### src/rtl/drum_event_fifo_spi_slave.sv
// Timestamps per-channel drum triggers, queues them in a FIFO and serialises one frame per MCU load strobe.
// Trigger to mcu_done is 3 clk; full FIFO holds events in per-channel pending slots, a second hit while pending is dropped.
module drum_event_fifo_spi_slave #(
    parameter int NUM_CH   = 2,
    parameter int DEPTH    = 16,
    parameter int TS_W     = 16,
    parameter int TICK_DIV = 3000
) (
    input  logic                      clk,
    input  logic                      rst_n,
    input  logic [NUM_CH-1:0]         trig_valid,
    input  logic [4*NUM_CH-1:0]       trig_code,
    input  logic                      mcu_sck,
    input  logic                      mcu_load,
    output logic                      mcu_sdo,
    output logic                      mcu_done,
    output logic [$clog2(DEPTH):0]    fifo_count,
    output logic                      overflow
);
    localparam int HAND_W     = (NUM_CH > 1) ? $clog2(NUM_CH) : 1;
    localparam int PTR_W      = $clog2(DEPTH);
    localparam int ENTRY_W    = HAND_W + 4 + TS_W;
    localparam int FRAME_BITS = ((6 + HAND_W + TS_W + 7) / 8) * 8;
    localparam int PS_W       = (TICK_DIV > 1) ? $clog2(TICK_DIV) : 1;
    localparam int BC_W       = $clog2(FRAME_BITS + 2);

    logic [PS_W-1:0]       presc;
    logic [TS_W-1:0]       ts;
    logic [NUM_CH-1:0]     pending;
    logic [3:0]            pend_code [NUM_CH];
    logic [TS_W-1:0]       pend_ts   [NUM_CH];
    logic [HAND_W-1:0]     rr;
    logic [HAND_W-1:0]     win;
    logic                  win_vld;
    logic [NUM_CH-1:0]     grant;
    logic [ENTRY_W-1:0]    mem [DEPTH];
    logic [PTR_W-1:0]      wr_ptr, rd_ptr;
    logic [PTR_W:0]        count;
    logic                  full, empty, do_push, do_pop, drop;
    logic [2:0]            sck_s, load_s;
    logic                  sck_fall, load_rise, load_fall;
    logic [FRAME_BITS-1:0] sr, frame_new;
    logic [BC_W-1:0]       bit_cnt;
    logic                  frm_vld, frm_ovf;

    always_ff @(posedge clk) begin
        if (!rst_n) begin
            presc <= '0;
            ts    <= '0;
        end else if (presc == PS_W'(TICK_DIV - 1)) begin
            presc <= '0;
            ts    <= ts + 1'b1;
        end else begin
            presc <= presc + 1'b1;
        end
    end

    assign drop = |(trig_valid & pending);

    always_ff @(posedge clk) begin
        if (!rst_n) begin
            pending <= '0;
            for (int i = 0; i < NUM_CH; i++) begin
                pend_code[i] <= '0;
                pend_ts[i]   <= '0;
            end
        end else begin
            for (int i = 0; i < NUM_CH; i++) begin
                if (grant[i])
                    pending[i] <= 1'b0;
                if (trig_valid[i] && !pending[i]) begin
                    pending[i]   <= 1'b1;
                    pend_code[i] <= trig_code[4*i +: 4];
                    pend_ts[i]   <= ts;
                end
            end
        end
    end

    // Round-robin scan starting at rr; first pending channel wins.
    always_comb begin
        win_vld = 1'b0;
        win     = '0;
        for (int k = 0; k < NUM_CH; k++) begin
            automatic int idx = (int'(rr) + k) % NUM_CH;
            if (!win_vld && pending[idx]) begin
                win_vld = 1'b1;
                win     = HAND_W'(idx);
            end
        end
    end

    assign full    = (count == (PTR_W + 1)'(DEPTH));
    assign empty   = (count == '0);
    assign do_pop  = load_fall && frm_vld && !empty && (bit_cnt == BC_W'(FRAME_BITS));
    assign do_push = win_vld && (!full || do_pop);

    always_comb begin
        grant = '0;
        if (do_push)
            grant[win] = 1'b1;
    end

    always_ff @(posedge clk) begin
        if (do_push)
            mem[wr_ptr] <= {win, pend_code[win], pend_ts[win]};
    end

    always_ff @(posedge clk) begin
        if (!rst_n) begin
            wr_ptr <= '0;
            rd_ptr <= '0;
            count  <= '0;
            rr     <= '0;
        end else begin
            if (do_push) begin
                wr_ptr <= wr_ptr + 1'b1;
                rr     <= (win == HAND_W'(NUM_CH - 1)) ? '0 : win + 1'b1;
            end
            if (do_pop)
                rd_ptr <= rd_ptr + 1'b1;
            case ({do_push, do_pop})
                2'b10:   count <= count + 1'b1;
                2'b01:   count <= count - 1'b1;
                default: count <= count;
            endcase
        end
    end

    // s[0]/s[1] synchronise, s[2] is the previous synced value for edge detect.
    always_ff @(posedge clk) begin
        if (!rst_n) begin
            sck_s  <= '0;
            load_s <= '0;
        end else begin
            sck_s  <= {sck_s[1:0], mcu_sck};
            load_s <= {load_s[1:0], mcu_load};
        end
    end

    assign sck_fall  = sck_s[2] & ~sck_s[1];
    assign load_rise = load_s[1] & ~load_s[2];
    assign load_fall = load_s[2] & ~load_s[1];

    always_comb begin
        frame_new                 = '0;
        frame_new[FRAME_BITS-2]   = overflow;
        if (!empty) begin
            frame_new[FRAME_BITS-1]             = 1'b1;
            frame_new[FRAME_BITS-3 -: ENTRY_W]  = mem[rd_ptr];
        end
    end

    always_ff @(posedge clk) begin
        if (!rst_n) begin
            sr      <= '0;
            bit_cnt <= '0;
            frm_vld <= 1'b0;
            frm_ovf <= 1'b0;
        end else if (load_rise) begin
            sr      <= frame_new;
            bit_cnt <= '0;
            frm_vld <= !empty;
            frm_ovf <= overflow;
        end else if (sck_fall && load_s[1]) begin
            sr <= sr << 1;
            if (bit_cnt != BC_W'(FRAME_BITS + 1))
                bit_cnt <= bit_cnt + 1'b1;
        end
    end

    always_ff @(posedge clk) begin
        if (!rst_n) begin
            overflow <= 1'b0;
            mcu_done <= 1'b0;
        end else begin
            mcu_done <= !empty;
            if (drop)
                overflow <= 1'b1;
            else if (do_pop && frm_ovf)
                overflow <= 1'b0;
        end
    end

    assign mcu_sdo    = sr[FRAME_BITS-1];
    assign fifo_count = count;
endmodule

### config.mk
export PLATFORM = sky130hd
export DESIGN_NAME = drum_event_fifo_spi_slave
export DESIGN_NICKNAME = d
export VERILOG_FILES = /design/src/rtl/drum_event_fifo_spi_slave.sv
export SDC_FILE = /design/constraint.sdc
export NUM_CORES = 1
export LEC_CHECK = 0
export CAP_MARGIN = 20
export CORE_MARGIN = 2
export CORE_UTILIZATION = 30
export CTS_CLUSTER_DIAMETER = 120
export CTS_CLUSTER_SIZE = 25
export DETAILED_ROUTE_END_ITERATION = 16
export SYNTH_ARGS = -nofsm -noshare
export SYNTH_HDL_FRONTEND = slang
export SYNTH_SLANG_ARGS = --single-unit
export TNS_END_PERCENT = 1
### constraint.sdc
create_clock -name clk -period 4.5 [get_ports clk]
set_input_delay 1.125 -clock clk [delete_from_list [all_inputs] [get_ports clk]]
set_output_delay 1.125 -clock clk [all_outputs]
set_load 0.02 [all_outputs]
==> results of run 1 <==
[logic make-up after synthesis]
| kind of cell | synth area share, % |
|---|---|
| AO/OA/AOI/OAI | 3.49 |
| XOR/XNOR | 1.81 |
| multiplexers | 12.9 |
| adder cells (fa/ha/maj) | 0.955 |
| buffers and inverters | 1.76 |
| AND/OR/NAND/NOR | 8.14 |
| flip-flops | 70.9 |
[layout by cell type, fill, tap and decap left out, types with 3 or more instances in the layout]
cell type	netlist	layout
edfxtp_1	376	376
nand2_1	95	95
mux4_2	84	84
dfxtp_1	86	82
and2_1	56	56
nor2_1	50	38
nand3_1	37	37
buf_4	6	30
o21ai_0	25	24
mux2i_1	24	24
clkbuf_16	0	23
xnor2_1	22	22
mux2_2	21	21
clkdlybuf4s50_1	0	21
a211oi_1	19	19
a311oi_1	19	19
xor2_1	16	16
clkbuf_1	39	16
ha_1	14	14
nor2_2	0	12
inv_1	11	11
nor2b_1	9	8
nand4_1	8	8
a21oi_1	6	6
nand2b_1	7	6
nor4_1	5	5
and3_1	4	4
nand3b_1	4	4
nor3_2	0	4
a21boi_0	4	3
and4_1	3	3
[final timing paths]
path / to / slack, ns / startpoint / depth (start not counted)
min: sck_s[1]$_SDFF_PN0_ / 0.44 / sck_s[0]$_SDFF_PN0_ / 1
max reg2reg: fifo_count[4]$_SDFFE_PN0P_ / 1.30 / bit_cnt[0]$_SDFFE_PP0P_ / 14
min reg2reg: sck_s[1]$_SDFF_PN0_ / 0.44 / sck_s[0]$_SDFF_PN0_ / 1
max: fifo_count[4]$_SDFFE_PN0P_ / 1.30 / bit_cnt[0]$_SDFFE_PP0P_ / 14
[synth_stat cells, types with 3 or more instances]
cell type,count
a211oi_1,19
a21boi_0,4
a21oi_1,6
a311oi_1,19
and2_1,56
and3_1,4
and4_1,3
buf_1,5
buf_2,12
buf_4,6
clkbuf_1,39
dfxtp_1,86
edfxtp_1,376
ha_1,14
inv_1,11
mux2_2,21
mux2i_1,24
mux4_2,84
nand2_1,95
nand2b_1,7
nand3_1,37
nand3b_1,4
nand4_1,8
nor2_1,50
nor2b_1,9
nor3_1,5
nor4_1,5
o21ai_0,25
xnor2_1,22
xor2_1,16
[metal layers]
layer | vias to the layer above | GRT usage, % | part of all wire [%]
li1 | 4263 | - | -
met1 | 4919 | 16.7 | 45
met2 | 193 | 20.5 | 49
met3 | 38 | 1.38 | 4.2
met4 | 0 | 2.65 | 1.6
met5 | - | 0 | 0
[power breakdown]
part,internal [W],total [W],switching (W),leakage [nW]
clock,0.000977,0.00226,0.00129,0.309
sequential,0.00478,0.00482,0.0000462,4.22
combinational,0.000144,0.000431,0.000287,1.74
total,0.00590,0.00752,0.00162,6.27
[registers in the layout, summed over array words and instances, names as in the netlist, named ones only]
register / count
mem: 336
pend_ts: 32
sr: 23
ts: 16
presc: 12
pend_code: 8
bit_cnt: 5
fifo_count: 5
rd_ptr: 4
wr_ptr: 4
load_s: 3
sck_s: 3
pending: 2
frm_ovf: 1
frm_vld: 1
mcu_done: 1
overflow: 1
rr: 1
[per-stage QoR]
step	cells	cell area (um2)	setup WS, ns
after floorplan	1104	18300	1.20
after global placement	1876	19600	1.34
after detailed placement	1877	19600	1.32
after CTS	1917	20300	1.29
after global routing	1917	20300	0.960
final	1917	20300	1.30
[critical path, delay by kind of cell, from the launching register on]
kind | cells | cell delay, ns
flops | 1 | 0.37
compound gates | 3 | 0.87
xor+xnor | 1 | 0.19
mux | 1 | 0.20
fa+ha+maj | 3 | 0.70
buf+inv | 2 | 0.20
simple gates | 4 | 0.62
[layout make-up]
class | count | area, um2 | share of cell area (%)
clock buffers | 39 | 636 | 3.14
clock inverters | 1 | 16.3 | 0.0803
inverters | 11 | 41.3 | 0.204
multi-input cells | 568 | 5070 | 25.0
flip-flops and latches | 462 | 13000 | 64.3
well taps | 782 | 978 | 4.83
repair buffers | 54 | 490 | 2.42
==> impl_metrics.csv, run 1 <==
group,metric,value,unit
synth,synth.top_cell.area_share,61.6,%
clock_tree,clockRootBuffer,"clkbuf_16",
pwr,p_leak,6.27,nW
layout,areaGrowthSynthToFinish,10.4,%
synth,seq_area_frac_synth,70.9,%
timing,rsz0062_at_grt,"no",
clock_tree,cts_setup_buffers,0,
clock_tree,postCtsResizedCells,0,
worst_setup_path,worstSetupPathType,"reg -> reg",
detailed_routing,postRouteAntennaNets,0,
die,die_area,63100,um2
die,initial_core_util,30.4,%
layout,drive_above_1_share,16.9,%
clock_tree,path_clk_slew,0.10,ns
clock_tree,cts_tree,"built",
status,status,"complete, no violations",
synth,synth_area,18300,um2
detailed_routing,wire_per_inst,20.0,um
detailed_routing,drt_iter0_drc,828,
layout,postLayoutCoreUtil,33.6,%
placed_design,gp_congestion,0.771,
detailed_routing,drc,0,
synth,synth-edff-count,376,
die,fp.dieH,251,um
synth,yosysTopAreaCell,"edfxtp_1",
layout,nFillCells,5791,
die,io_pins,22,
clock_tree,clk_latency,0.56,ns
worst_setup_path,cpPeakStageDelay,0.42,ns
worst_setup_path,crit_slowest_cell,"o211ai_1",
pwr,p_total,0.00752,W
synth,synth_nets,1132,
clock_tree,numCtsBuffers,22,
layout,fin_nets,1147,
worst_setup_path,startpoint_type,"flop",
timing,fmax,312,MHz
placed_design,place_hpwl,23300,um
timing,period_needed,3.20,ns
synth,syn_avg_cell_area,16.6,um2
worst_setup_path,worstPathRequired,4.99,ns
timing,fin_crit_sh,71.2,%
global_routing,groute.usage.overall,12.1,%
synth,ys.flop_type,"edfxtp_1",
synth,ys_warn_count,0,
die,core_area,60400,um2
timing,setup_viol,0,
detailed_routing,wirelength,38400,um
synth,async_flop_share,0,%
flow_run,drv_cap,0,
timing,finalClockSkew,0.0257,ns
clock_tree,cts.sinks,462,
pwr,ir_drop,0.277,mV
synth,synth_cells,1104,
die,die_x,251,um
worst_setup_path,cp_max_fo,10,
worst_hold_path,hp-class,"reg -> reg",
worst_setup_path,crit_chain,"inv_1 > ha_1 > nand4b_1 > o211ai_1 > and2_1 > inv_1 > ha_1 > xor2_1 > ha_1 > a211o_1 > nand2_1 > nand3b_1 > a31oi_1 > mux2i_1",
pwr,powerDensity,371,nW/um2
timing,max-slew-margin-rel,31.3,%
global_routing,grt_pass1_wl,58600,um
timing,slew_viol_final,0,
timing,fin_hold_ws,0.443,ns
synth,ys_ff_latch,462,
detailed_routing,drtPass1Iterations,5,
layout,diodes,0,
global_routing,antenna_found_initial,0,
detailed_routing,vias,9413,
timing,tightest_slew,1.03,ns
synth,synth.distinct_cells,55,
timing,tns,0,ns
global_routing,gr-total-overflow,0,
worst_setup_path,endpoint_kind,"flop",
clock_tree,cts_hold_buf,0,
detailed_routing,via_per_inst,4.91,
die,std_cell_rows,90,
global_routing,grt_max_degree,61,
clock_tree,clk_path_buf_depth,3,
clock_tree,cts_max_level,1,
worst_setup_path,crit_arrival,3.70,ns
worst_setup_path,crit_top_cell,"ha_1",
synth,synth_area_leaders,"edfxtp_1, mux4_2, dfxtp_1",
placed_design,port_buffers,21,
timing,hold_violations,0,
global_routing,grt_pass1_vias,9428,
(Power assumes the default switching activity.)
==> run 2: changes to the inputs <==
clock period = 2.8 ns   (was 4.5 ns; I/O delays follow)
==> run 2 against run 1 <==
Effect of this change: register-to-register slack worse by 1.1 ns; global-route usage down 0.17 points; clock skew down 0.010 ns; first-iteration DRC count down 12%.
==> impl_metrics.csv, run 2 (synthesized netlist as in run 1, its figures left out) <==
group,metric,value,unit
timing,slew_viol_final,0,
clock_tree,clockRootBuffer,"clkbuf_16",
placed_design,place_hpwl,23100,um
placed_design,place_area,19900,um2
timing,max-slew-margin-rel,30.8,%
clock_tree,path_clk_slew,0.10,ns
layout,top_register,"mem",
die,fp.dieH,251,um
layout,stdcell_count,1949,
detailed_routing,vias,9448,
layout,final_common_cell,"edfxtp_1",
global_routing,groute.usage.overall,11.9,%
layout,nFillCells,5742,
worst_setup_path,crit_path_start,"bit_cnt[1]$_SDFFE_PP0P_",
clock_tree,numCtsBuffers,22,
die,io_pins,22,
clock_tree,cts_hold_buf,0,
worst_setup_path,worstPathRequired,3.28,ns
layout,largest_reg_flops,336,
pwr,ir_drop,0.427,mV
timing,finalClockSkew,0.0157,ns
detailed_routing,wirelength,37600,um
worst_setup_path,endpoint_kind,"flop",
detailed_routing,wire_per_inst,19.3,um
layout,top_regs,"mem: 336 flops, pend_ts: 32 flops, sr: 23 flops",
layout,fin_nets,1179,
clock_tree,cts_tree,"built",
layout,diodes,0,
status,status,"complete, no violations",
worst_setup_path,startpoint_type,"flop",
pwr,p_leak,6.44,nW
layout,final_cell_mix,"edfxtp_1, nand2_1, mux4_2, dfxtp_1, buf_4",
timing,fin_crit_sh,94.2,%
die,std_cell_rows,90,
worst_hold_path,min-delay-start,"presc[0]$_SDFF_PP0_",
timing,setup_viol,0,
clock_tree,clk_latency,0.55,ns
die,die_x,251,um
clock_tree,clk_path_buf_depth,3,
flow_run,drv_cap,0,
worst_setup_path,worstSetupPathType,"reg -> reg",
placed_design,place_inst,1907,
global_routing,antenna_found_initial,0,
detailed_routing,drtPass1Iterations,7,
detailed_routing,postRouteAntennaNets,0,
layout,postLayoutCoreUtil,34.1,%
timing,period_needed,2.64,ns
die,initial_core_util,30.4,%
timing,tightest_slew,1.03,ns
die,die_area,63100,um2
placed_design,port_buffers,21,
layout,areaGrowthSynthToFinish,12.1,%
pwr,powerDensity,588,nW/um2
die,core_area,60400,um2
global_routing,grt_pass1_wl,58100,um
clock_tree,cts.sinks,462,
global_routing,gr-total-overflow,0,
layout,drive_above_1_share,19.4,%
global_routing,grt_pass1_vias,9695,
detailed_routing,drc,0,
worst_hold_path,hp-class,"reg -> reg",
timing,fmax,379,MHz
global_routing,grt_max_degree,46,
detailed_routing,drt_iter0_drc,726,
detailed_routing,via_per_inst,4.85,
worst_setup_path,crit_arrival,3.12,ns
layout,post-route-cell-area,20600,um2
worst_setup_path,cp_max_fo,7,
timing,hold_violations,0,
placed_design,gp_congestion,0.731,
worst_setup_path,rr_startpoint,"bit_cnt[1]$_SDFFE_PP0P_",
clock_tree,cts_max_level,1,
run 2: layout make-up:
cell class / count / area [um2] / area share (%)
tap: 782 / 978 / 4.76
clock inverter: 1 / 16.3 / 0.0791
timing repair buffer: 86 / 786 / 3.82
multi-input combinational: 568 / 5090 / 24.7
inverter: 11 / 41.3 / 0.201
sequential: 462 / 13000 / 63.3
clock buffer: 39 / 636 / 3.09
run 2: timing repair:
action | in CTS | in global routing
setup endpoints to repair | 0 | 2
gates resized for setup | 0 | 4
setup buffers | 0 | 2
run 2: per-stage QoR:
step | setup WS [ns] | hold slack [ns] | setup TNS, ns | power, W
floorplan | -0.495 | 0.412 | -28.13 | 0.00831
global placement | 0.100 | 0.425 | 0 | 0.00859
detailed placement | 0.0655 | 0.438 | 0 | 0.00862
CTS | 0.00566 | 0.452 | 0 | 0.0122
global route | -0.0404 | 0.456 | -0.0404 | 0.0125
finish | 0.162 | 0.449 | 0 | 0.0121
run 2: where the power goes:
group          total, W  switching [W]  leakage (nW)  internal (W)
Sequential      0.00774      0.0000623          4.22       0.00767
Combinational  0.000712       0.000459          1.91      0.000253
Clock           0.00364        0.00206         0.310       0.00157
run 2: final timing paths:
kind / endpoint / depth (start not counted) / slack (ns)
min: presc[0]$_SDFF_PP0_ / 1 / 0.45
max: fifo_count[4]$_SDFFE_PN0P_ / 14 / 0.16
max reg2reg: fifo_count[4]$_SDFFE_PN0P_ / 14 / 0.16
min reg2reg: presc[0]$_SDFF_PP0_ / 1 / 0.45
run 2: routing by layer:
layer,GRT usage (%),vias to the layer above,wire (um)
met4,2.16,0,644
li1,-,4322,-
met3,1.51,46,1620
met2,20.2,184,18400
met1,16.5,4896,16900
met5,0,-,0
run 2: critical path, stage by stage (launching register included):
cell and delay (ns):
dfxtp_2 0.35, inv_1 0.07, ha_1 0.14, nand4b_1 0.13, o211ai_1 0.24, and2_1 0.18
inv_1 0.10, ha_4 0.20, xor2_1 0.15, ha_2 0.19, a211o_1 0.26, nand2_1 0.07
nand3b_1 0.08, a31oi_1 0.21, mux2i_1 0.20
==> run 3: changes to the inputs <==
RECOVER_POWER = 25   (was not set)
==> run 3 against run 2 <==
Effect of this change: cell count did not move; non-clock buffer count did not move; hold slack better by 0.00051 ns.
==> impl_metrics.csv, run 3 (synthesized netlist as in run 1, its figures left out) <==
group,metric,value,unit
worst_setup_path,worstSetupPathType,"reg -> reg",
layout,post-route-cell-area,20500,um2
die,initial_core_util,30.4,%
die,fp.dieH,251,um
clock_tree,cts_hold_buf,0,
pwr,powerDensity,588,nW/um2
pwr,ir_drop,0.427,mV
worst_setup_path,crit_top_cell,"inv_1",
detailed_routing,via_per_inst,4.84,
die,die_area,63100,um2
placed_design,port_buffers,21,
worst_setup_path,crit_chain,"inv_1 > ha_1 > nand4b_1 > o211ai_1 > and2_1 > inv_1 > ha_4 > xor2_1 > ha_2 > a211o_1 > nand2_1 > nand3b_1 > a31oi_1 > mux2i_1",
worst_setup_path,crit_arrival,3.12,ns
worst_setup_path,cpPeakStageDelay,0.35,ns
global_routing,grt_pass1_wl,58100,um
clock_tree,numCtsBuffers,22,
timing,max-slew-margin-rel,31.5,%
timing,fmax,379,MHz
clock_tree,cts.sinks,462,
pwr,p_leak,6.41,nW
flow_run,drv_cap,0,
die,std_cell_rows,90,
worst_setup_path,cp_max_fo,7,
detailed_routing,wire_per_inst,19.3,um
detailed_routing,vias,9427,
timing,tns,0,ns
worst_setup_path,crit_slowest_cell,"dfxtp_2",
layout,final_common_cell,"edfxtp_1",
timing,fin_ws,0.159,ns
global_routing,gr-total-overflow,0,
die,io_pins,22,
layout,fin_nets,1179,
timing,finalClockSkew,0.0148,ns
die,die_x,251,um
global_routing,grt_pass1_vias,9695,
clock_tree,path_clk_slew,0.10,ns
placed_design,dp_worst_setup_slack,0.0655,ns
detailed_routing,drc,0,
layout,top_regs,"mem: 336 flops, pend_ts: 32 flops, sr: 23 flops",
worst_setup_path,startpoint_type,"flop",
timing,setup_viol,0,
global_routing,antenna_found_initial,0,
clock_tree,clk_latency,0.55,ns
layout,areaGrowthSynthToFinish,12.0,%
global_routing,grt_max_degree,46,
placed_design,place_hpwl,23100,um
detailed_routing,drt_iter0_drc,795,
timing,fin_hold_ws,0.449,ns
worst_setup_path,endpoint_kind,"flop",
worst_setup_path,cp_num_buf_inv,2,
timing,fin_crit_sh,94.3,%
detailed_routing,postRouteAntennaNets,0,
layout,final_cell_mix,"edfxtp_1, nand2_1, mux4_2, dfxtp_1, buf_4",
die,core_area,60400,um2
detailed_routing,wirelength,37600,um
layout,drive_above_1_share,19.0,%
status,status,"complete, no violations",
layout,top_register,"mem",
layout,nFillCells,5748,
worst_setup_path,crit_family,"compound AO/OA/AOI/OAI gates",
timing,slew_viol_final,0,
worst_setup_path,worstPathRequired,3.28,ns
timing,hold_violations,0,
clock_tree,clockRootBuffer,"clkbuf_16",
detailed_routing,drtPass1Iterations,5,
layout,postLayoutCoreUtil,34.0,%
placed_design,place_area,19900,um2
timing,period_needed,2.64,ns
placed_design,gp_congestion,0.731,
clock_tree,clk_path_buf_depth,3,
layout,diodes,0,
global_routing,groute.usage.overall,11.9,%
worst_hold_path,hp-class,"reg -> reg",
layout,largest_reg_flops,336,
timing,tightest_slew,1.02,ns
clock_tree,cts_tree,"built",
clock_tree,cts_max_level,1,
==> run 3: routing by layer <==
layer | vias to the layer above | GRT usage (%) | routed length, um | part of all wire, %
li1 | 4320 | - | - | -
met1 | 4884 | 16.5 | 16900 | 45
met2 | 176 | 20.2 | 18400 | 49
met3 | 47 | 1.51 | 1700 | 4.5
met4 | 0 | 2.16 | 644 | 1.7
met5 | - | 0 | 0 | 0
==> run 3: path summary, 6_finish.rpt <==
check                           from                         end  slack, ns  cells after the start
max          bit_cnt[1]$_SDFFE_PP0P_  fifo_count[4]$_SDFFE_PN0P_       0.16                     14
min              presc[0]$_SDFF_PP0_         presc[0]$_SDFF_PP0_       0.45                      1
max reg2reg  bit_cnt[1]$_SDFFE_PP0P_  fifo_count[4]$_SDFFE_PN0P_       0.16                     14
min reg2reg      presc[0]$_SDFF_PP0_         presc[0]$_SDFF_PP0_       0.45                      1
==> run 3: cell type report <==
cell class	count	area, um2	area share, %
multi-input cells	568	5080	24.7
well taps	782	978	4.76
repair buffers	86	767	3.73
clock buffers	39	636	3.09
clock inverters	1	16.3	0.0792
inverters	11	41.3	0.201
flip-flops and latches	462	13000	63.4
==> run 3: per-stage QoR <==
step	cells	power (W)
floorplan	1104	0.00831
global placement	1907	0.00859
detailed placement	1907	0.00862
CTS	1947	0.0122
global route	1949	0.0125
finish	1949	0.0121
==> run 3: repair_timing <==
action                                  4_1_cts  5_1_grt
buffers inserted                              0        2
resized for setup                             0        4
hold endpoints to repair                      0        0
endpoints found under the setup margin        0        2
==> run 3: where the power goes <==
| part | switching (W) | total, W | internal (W) | leakage [nW] |
|---|---|---|---|---|
| Combinational | 0.000458 | 0.000706 | 0.000248 | 1.88 |
| Clock | 0.00206 | 0.00363 | 0.00157 | 0.310 |
| Sequential | 0.0000620 | 0.00774 | 0.00768 | 4.22 |
| Total | 0.00258 | 0.0121 | 0.00950 | 6.41 |
